==> src/rtl/bus_pkg.sv <==
// rtl/bus_pkg.sv - shared state encoding and default sizing for the serial master port
package bus_pkg;

    localparam int DEF_ADDR_W      = 16;
    localparam int DEF_DATA_W      = 8;
    localparam int DEF_ACK_TIMEOUT = 8;

    typedef enum logic [3:0] {
        IDLE,
        REQ,
        ADDR,
        WAIT_ACK,
        WDATA,
        WAIT_WACK,
        RDATA,
        HOLD,
        DONE
    } state_t;

    function automatic int max3(input int a, input int b, input int c);
        int m;
        m = (a > b) ? a : b;
        return (m > c) ? m : c;
    endfunction

endpackage

==> src/rtl/master_port_counter.sv <==
// rtl/master_port_counter.sv - free-running bit/timeout counter with synchronous clear
module master_port_counter #(
    parameter int W = 5
) (
    input  logic         clk,
    input  logic         rst,
    input  logic         incr,
    output logic [W-1:0] count
);

    // clear has priority so a state change always restarts counting from zero
    always_ff @(posedge clk) begin
        if (rst) begin
            count <= '0;
        end else if (incr) begin
            count <= count + 1'b1;
        end
    end

endmodule

==> src/rtl/master_port.sv <==
// rtl/master_port.sv - serial bus master: arbitration, address/data shift-out, read shift-in
module master_port
    import bus_pkg::*;
#(
    parameter int ADDR_W      = DEF_ADDR_W,
    parameter int DATA_W      = DEF_DATA_W,
    parameter int ACK_TIMEOUT = DEF_ACK_TIMEOUT
) (
    input  logic              CLK,
    input  logic              RST,
    input  logic              M_EXECUTE,
    input  logic              M_RW,
    input  logic [ADDR_W-1:0] M_ADDR,
    input  logic [DATA_W-1:0] M_DIN,
    output logic              M_BUSY,
    output logic              M_DVALID,
    output logic [DATA_W-1:0] M_DOUT,
    output logic              M_DONE,
    output logic              M_ERR,
    output logic              M_REQ,
    input  logic              M_GRANT,
    output logic              B_UTIL,
    output logic              B_RW,
    output logic              B_BUS_OUT,
    input  logic              B_BUS_IN,
    input  logic              B_ACK,
    input  logic              B_SPLIT
);

    localparam int CNT_W = $clog2(max3(ADDR_W, DATA_W, ACK_TIMEOUT)) + 1;
    localparam int RD_W  = (DATA_W > 1) ? $clog2(DATA_W) : 1;

    state_t              state, state_next;
    logic [CNT_W-1:0]    cnt;
    logic                cnt_clr;
    logic [ADDR_W-1:0]   addr_q, addr_sh;
    logic [DATA_W-1:0]   data_q, data_sh;
    logic                rw_q;
    logic                err_q;
    logic [DATA_W-1:0]   shreg, rd_next, dout_q;
    logic [RD_W-1:0]     rd_idx;
    logic                sample, rd_last, timeout;

    assign cnt_clr = RST || (state_next != state);
    assign addr_sh = addr_q >> cnt;
    assign data_sh = data_q >> cnt;
    assign rd_last = (rd_idx == RD_W'(DATA_W - 1));
    assign M_DOUT  = dout_q;
    assign M_ERR   = err_q;

    master_port_counter #(.W(CNT_W)) u_cnt (
        .clk   (CLK),
        .rst   (cnt_clr),
        .incr  (state != IDLE),
        .count (cnt)
    );

    // state register
    always_ff @(posedge CLK) begin
        if (RST) begin
            state <= IDLE;
        end else begin
            state <= state_next;
        end
    end

    // next-state and bus/handshake outputs; the read bit index lives outside the
    // counter so a split (which changes state and clears the counter) loses nothing
    always_comb begin
        state_next = state;
        sample     = 1'b0;
        timeout    = 1'b0;
        B_BUS_OUT  = 1'b0;
        rd_next    = shreg;
        rd_next[rd_idx] = B_BUS_IN;
        case (state)
            IDLE:      if (M_EXECUTE) state_next = REQ;
            REQ:       if (M_GRANT) state_next = ADDR;
            ADDR: begin
                B_BUS_OUT = addr_sh[0];
                if (cnt == CNT_W'(ADDR_W - 1)) state_next = WAIT_ACK;
            end
            WAIT_ACK: begin
                if (B_ACK) begin
                    state_next = rw_q ? WDATA : RDATA;
                end else if (cnt == CNT_W'(ACK_TIMEOUT - 1)) begin
                    state_next = DONE;
                    timeout    = 1'b1;
                end
            end
            WDATA: begin
                B_BUS_OUT = data_sh[0];
                if (cnt == CNT_W'(DATA_W - 1)) state_next = WAIT_WACK;
            end
            WAIT_WACK: begin
                if (B_ACK) begin
                    state_next = DONE;
                end else if (cnt == CNT_W'(ACK_TIMEOUT - 1)) begin
                    state_next = DONE;
                    timeout    = 1'b1;
                end
            end
            RDATA: begin
                if (B_SPLIT) begin
                    state_next = HOLD;
                end else begin
                    sample = 1'b1;
                    if (rd_last) state_next = DONE;
                end
            end
            HOLD:      if (!B_SPLIT) state_next = RDATA;
            DONE:      state_next = IDLE;
            default:   state_next = IDLE;
        endcase

        M_BUSY   = (state != IDLE);
        M_REQ    = (state != IDLE) && (state != DONE);
        B_UTIL   = (state != IDLE) && (state != REQ) && (state != DONE);
        B_RW     = B_UTIL && rw_q;
        M_DONE   = (state == DONE);
        M_DVALID = (state == DONE) && !rw_q && !err_q;
    end

    // request latches, read shift register, result and error flags
    always_ff @(posedge CLK) begin
        if (RST) begin
            addr_q <= '0;
            data_q <= '0;
            rw_q   <= 1'b0;
            err_q  <= 1'b0;
            shreg  <= '0;
            rd_idx <= '0;
            dout_q <= '0;
        end else begin
            if (state == IDLE && M_EXECUTE) begin
                addr_q <= M_ADDR;
                data_q <= M_DIN;
                rw_q   <= M_RW;
                err_q  <= 1'b0;
                shreg  <= '0;
                rd_idx <= '0;
            end
            if (timeout) begin
                err_q <= 1'b1;
            end
            if (sample) begin
                shreg  <= rd_next;
                rd_idx <= rd_idx + 1'b1;
                if (rd_last) dout_q <= rd_next;
            end
        end
    end

endmodule

==> config.mk <==
export PLATFORM = sky130hd
export DESIGN_NAME = master_port
export DESIGN_NICKNAME = d
export VERILOG_FILES = /design/src/rtl/bus_pkg.sv /design/src/rtl/master_port_counter.sv /design/src/rtl/master_port.sv
export SDC_FILE = /design/constraint.sdc
export NUM_CORES = 1
export LEC_CHECK = 0
export CAP_MARGIN = 10
export CORE_UTILIZATION = 59
export CTS_BUF_LIST = sky130_fd_sc_hd__clkbuf_8
export DETAILED_ROUTE_END_ITERATION = 10
export PLACE_DENSITY_LB_ADDON = 0.1
export SLEW_MARGIN = 20
export SYNTH_ARGS = -nofsm -noshare
export SYNTH_HDL_FRONTEND = slang
export SYNTH_SLANG_ARGS = --single-unit
==> constraint.sdc <==
create_clock -name CLK -period 3.4 [get_ports CLK]
set_clock_uncertainty 0.2 [all_clocks]
set_input_delay 0.51 -clock CLK [delete_from_list [all_inputs] [get_ports CLK]]
set_output_delay 0.51 -clock CLK [all_outputs]
set_load 0.02 [all_outputs]
**Word-level counts from Yosys, hierarchy flattened**

Index checks and enable logic that the tools add are counted.

- $lt $le $gt $ge: 2
- Reduce and logical (&&, ||, !) cells: 17
- Divide/modulo/power cells: 0
- $mul: 0
- Bitwise operators: 0
- Add/subtract/negate cells: 2
- Equal/unequal tests: 14
- Multiplexer cells: 27
- Shift-type cells: 2

Operators by type and width:

| kind | count |
|---|---|
| $mux 4 | 10 |
| $pmux 4 s8 | 1 |
| $eq 4x3->1 const B | 4 |
| $mux 8 | 2 |
| $shr 16x5->1 | 1 |
| $bwmux 8 | 1 |
| $eq 4x2->1 const B | 2 |
| $logic_and 1x1->1 | 8 |
| $mux 1 | 8 |
| $shr 8x5->1 | 1 |
| $mux 3 | 2 |
| $add 5x1->5 const B | 1 |
| $eq 5x3->1 const B | 1 |
| $eq 5x4->1 const B | 1 |
| $eq 4x1->1 const B | 1 |
| $eq 4x4->1 const B | 1 |
| $logic_not 4->1 | 1 |
| $lt 3x4->1 const B | 1 |
| $ne 4x1->1 const B | 1 |
| $ne 4x4->1 | 1 |
| $ne 4x4->1 const B | 1 |
| $reduce_bool 2->1 | 2 |
| $reduce_bool 4->1 | 1 |
| $add 3x1->3 const B | 1 |
| 9 further kinds | 10 |

- ROM bits: 0
- Output and inout bits: 16
- Bits in registers: 54
- Bits in latches: 0
- Word-level logic and storage cells: 73
- Memories: 0
- RAM bits: 0
- Input port bits: 32

**Logic depth before layout (Yosys ltp)**

- Depth in word-level cells: 6
- Gate-level depth with buffers: 8
- Gate-level depth less buffers: 8

**Modules after synthesis**

Synthesis repeated with hierarchy kept, for this count alone.

- Cells, all modules: 313
- Area, all modules: 2658.8 µm²

Modules (own cells, without submodules):

| module | area each (µm²) | cells an instance | times used | seq. area each (µm²) |
|---|---|---|---|---|
| master_port | 2411.1 | 291 | 1 | 980.9 |
| master_port_counter | 247.7 | 22 | 1 | 100.1 |

**Worst setup path after synthesis**

OpenSTA, ideal clock, no wires.

- Path type: register to output
- Start point: register state[0]
- End point: output port M_DVALID
- Buffers on the path: 2
- Cell stages (with the launch flop): 5
- Required time: 2690 ps
- Setup slack: 852 ps
- Arrival time: 1838 ps
- Cell sequence: dfxtp_1 buf_4 buf_6 or3_1 nor4_1

- Word-level cells in the longest chain between the ends: 3

Ends and longest elaborated chain:

| element | RTL line | text |
|---|---|---|
| start, declared | master_port.sv:33 | `state_t state, state_next;` |
| start signal, assigned | master_port.sv:63 | `state <= state_next;` |
| $eq 4x4->1 | master_port.sv:121 | `M_DVALID = (state == DONE) && !rw_q && !err_q;` |
| $logic_and 1x1->1 (2 in a row) | master_port.sv:121 |  |
| end, declared | master_port.sv:16 | `output logic M_DVALID,` |

No other way between the ends.

**Worst setup path after layout**

- Start point: register state[1]
- End point: output port B_BUS_OUT

- Word-level cells in the longest chain between the ends: 2
- Elaborated cells on any way between the ends: 3
- Those cells by class: 2 x eq/ne; 1 x mux

Ends and longest elaborated chain:

| element | RTL line | text |
|---|---|---|
| $eq 4x3->1 or $eq 4x2->1 (tied branches) | master_port.sv:76 | `case (state)` |
| $pmux 1 s2 (*) | master_port.sv:76 |  |
| end, declared | master_port.sv:24 | `output logic B_BUS_OUT,` |

Mark *: on every way between the ends. The rest lies on a longest branch, timed or not.

==> results.toml <==
[status]
outcome = "complete, but fails checks"
violations = "design-rule violations"

[placed_design]
placed_cells = 412
gp_congestion = 0.811
io_buffers = 47
dp_hpwl_um = 4330

[cells_and_area]
final_cells = 420
final_cell_mix = "nand2_1 (66), dfxtp_1 (54), clkdlybuf4s50_1 (47), a21oi_1 (39), nor2_1 (37)"
multi_input_area_um2 = 1570
diodes = 0
fill_cells = 342
fin_nets = 403
seqCellArea_um2 = 1080
final_common_cell = "nand2_1"
area_growth_pct = 19.5
drive_above_1_share = 0.0870

[drt]
ant_nets = 0
drt_wl_total_um = 6180
drc_errors = 4
drtIter0Drc = 139
wire_per_inst_um = 14.7
drtPass1Iterations = 7
dr_total_vias = 2454
vias_per_cell = 5.84

[timing]
setup_viol = 0
final.period_utilization = 0.932
worstMarginPinSlew_ns = 0.845
rsz0062_at_grt = "no"
timing.fmax_mhz = 315
fin_crit_ns = 3.17
timing.slew.headroom = 0.436
slew_violations = 0
worst_hold_slack_ns = 0.262
finalHoldViolCount = 0
finalSetupTns_ns = 0

[hold_path]
worst_hold_path_type = "flip-flop to flip-flop"
hold_depth = 2
min-delay-start = "data_q[3]"

[job]
cap_violations = 0

[critical_path]
end_kind = "output port"
path_class = "flip-flop to output port"
startpoint_type = "flip-flop"
path_max_fanout = 6
required_ns = 2.69
worstRegToRegCells = 5
startpoint = "state[1]"
r2r_start = "state[0]"
cp.arrival_ns = 2.46

[grt]
grt_first_pass_wirelength_um = 10500
grt_overflow = 0
grt_pass1_vias = 2221
grt_start_max_net_pins = 48
antenna_found_initial = 0
gr-usage-all-layers = 0.265

[synthesis]
synthArstFlopShare = 0
ys_seq_area_frac = 0.383
yosys.area.top_type_share = 0.383
synth_warnings = 0
synth_area_leaders = "dfxtp_1 (38%), nand2_1 (8.8%), a21oi_1 (6.9%), mux2i_1 (5.3%), nor2_1 (4.9%)"
avgSynthCellArea_um2 = 8.52
synth_nets = 367
syn_area_um2 = 2820
synth_top_cell_by_area = "dfxtp_1"
synthFlopType = "dfxtp_1"
netlist-cell-type-count = 46
synth-seq-cells = 54
synthCells = 331
synth_edf_count = 0

[power_and_ir_drop]
power_uw = 1300
power_density_nw_per_um2 = 387
p_leak_uw = 0.00122
ir_drop_v = 0.000322

[cts]
clockBufferDepth = 2
cts_sinks = 54
root_buffer = "clkbuf_8"
numCtsBuffers = 5
ctsResizeCount = 0
clkLatencyLatePin_ns = 0.31
cts_hold_buf = 0
cts_tree = "done"
h-tree-depth = 2
cts_setup_buffers = 0
cts.clk_slew.worst_paths_ns = 0.09

[floorplan]
start_util = 0.631
rows = 24
die_area_um2 = 5060
fp.coreArea_um2 = 4470
io-pin-count = 48
die-height_um = 71.2
die_w_um = 71.2
-- cell usage after synthesis (all sizes together), types with 5 or more instances --
master,n
nand2,66
dfxtp,54
a21oi,40
nor2,37
mux2i,15
buf,14
clkbuf,11
nand3,8
a211oi,7
mux4,6
nand3b,6
nor2b,6
inv,5
nand2b,5
nor3,5
o21ai,5
-- stage by stage --
stage / instance area (µm²) / util / setup WS (ns)
global route: 3370 / 0.754 / 0.128
floorplan: 2820 / - / 0.852
CTS: 3370 / 0.754 / 0.250
detailed placement: 3260 / 0.729 / 0.600
global placement: 3260 / 0.729 / 0.702
finish: 3370 / 0.754 / 0.230
-- sequential cells by signal, summed over array words and instances, names as in the netlist --
signal,cells
rd_idx,3
data_q,8
shreg,8
rw_q,1
addr_q,16
M_ERR,1
state,4
u_cnt.count,5
M_DOUT,8
-- layout make-up --
cell class                      instances  share of cell area
Multi-Input combinational cell        247               0.467
Timing Repair Buffer                   54               0.155
Tap cell                               52              0.0193
Clock buffer                            5              0.0204
Clock inverter                          3              0.0122
Inverter                                5             0.00557
Sequential cell                        54               0.321
-- report_power, final --
part	switching (µW)	internal, µW	leakage, µW	total (µW)
clock	204	217	0.0000556	421
sequential	21.2	657	0.000439	679
combinational	109	95.2	0.000730	204
total	334	969	0.00122	1300
-- critical path, stage by stage (launching register included) --
cell	delay (ns)
dfxtp_1	0.41
nor4b_4	0.35
mux4_2	0.26
nand2_1	0.07
a21o_1	0.19
a31oi_1	0.23
clkdlybuf4s50_1	0.64
-- kinds of logic (layout without fill, tap and decap cells) --
family / after synthesis / after routing / synth area share
AOI/OAI and AO/OA: 67 / 67 / 0.153
xor gates and xnor gates: 2 / 2 / 0.00621
adders and majority gates: 4 / 4 / 0.0177
buffers and inverters: 30 / 67 / 0.0590
DFF: 54 / 54 / 0.383
muxes: 23 / 23 / 0.109
and+or+nand+nor: 151 / 151 / 0.271
-- path summary, 6_finish.rpt --
check | end | slack, ns
max | B_BUS_OUT | 0.23
min | data_q[3] | 0.26
max reg2reg | M_ERR | 0.97
min reg2reg | data_q[3] | 0.26
-- routing by layer --
layer,global-route usage,up-vias,share of wire
met5,0,-,0
met4,0.0933,0,0.020
met3,0.0499,15,0.042
met2,0.419,71,0.47
met1,0.365,1145,0.47
li1,-,1223,-
Power figures use the tool's default switching activity.
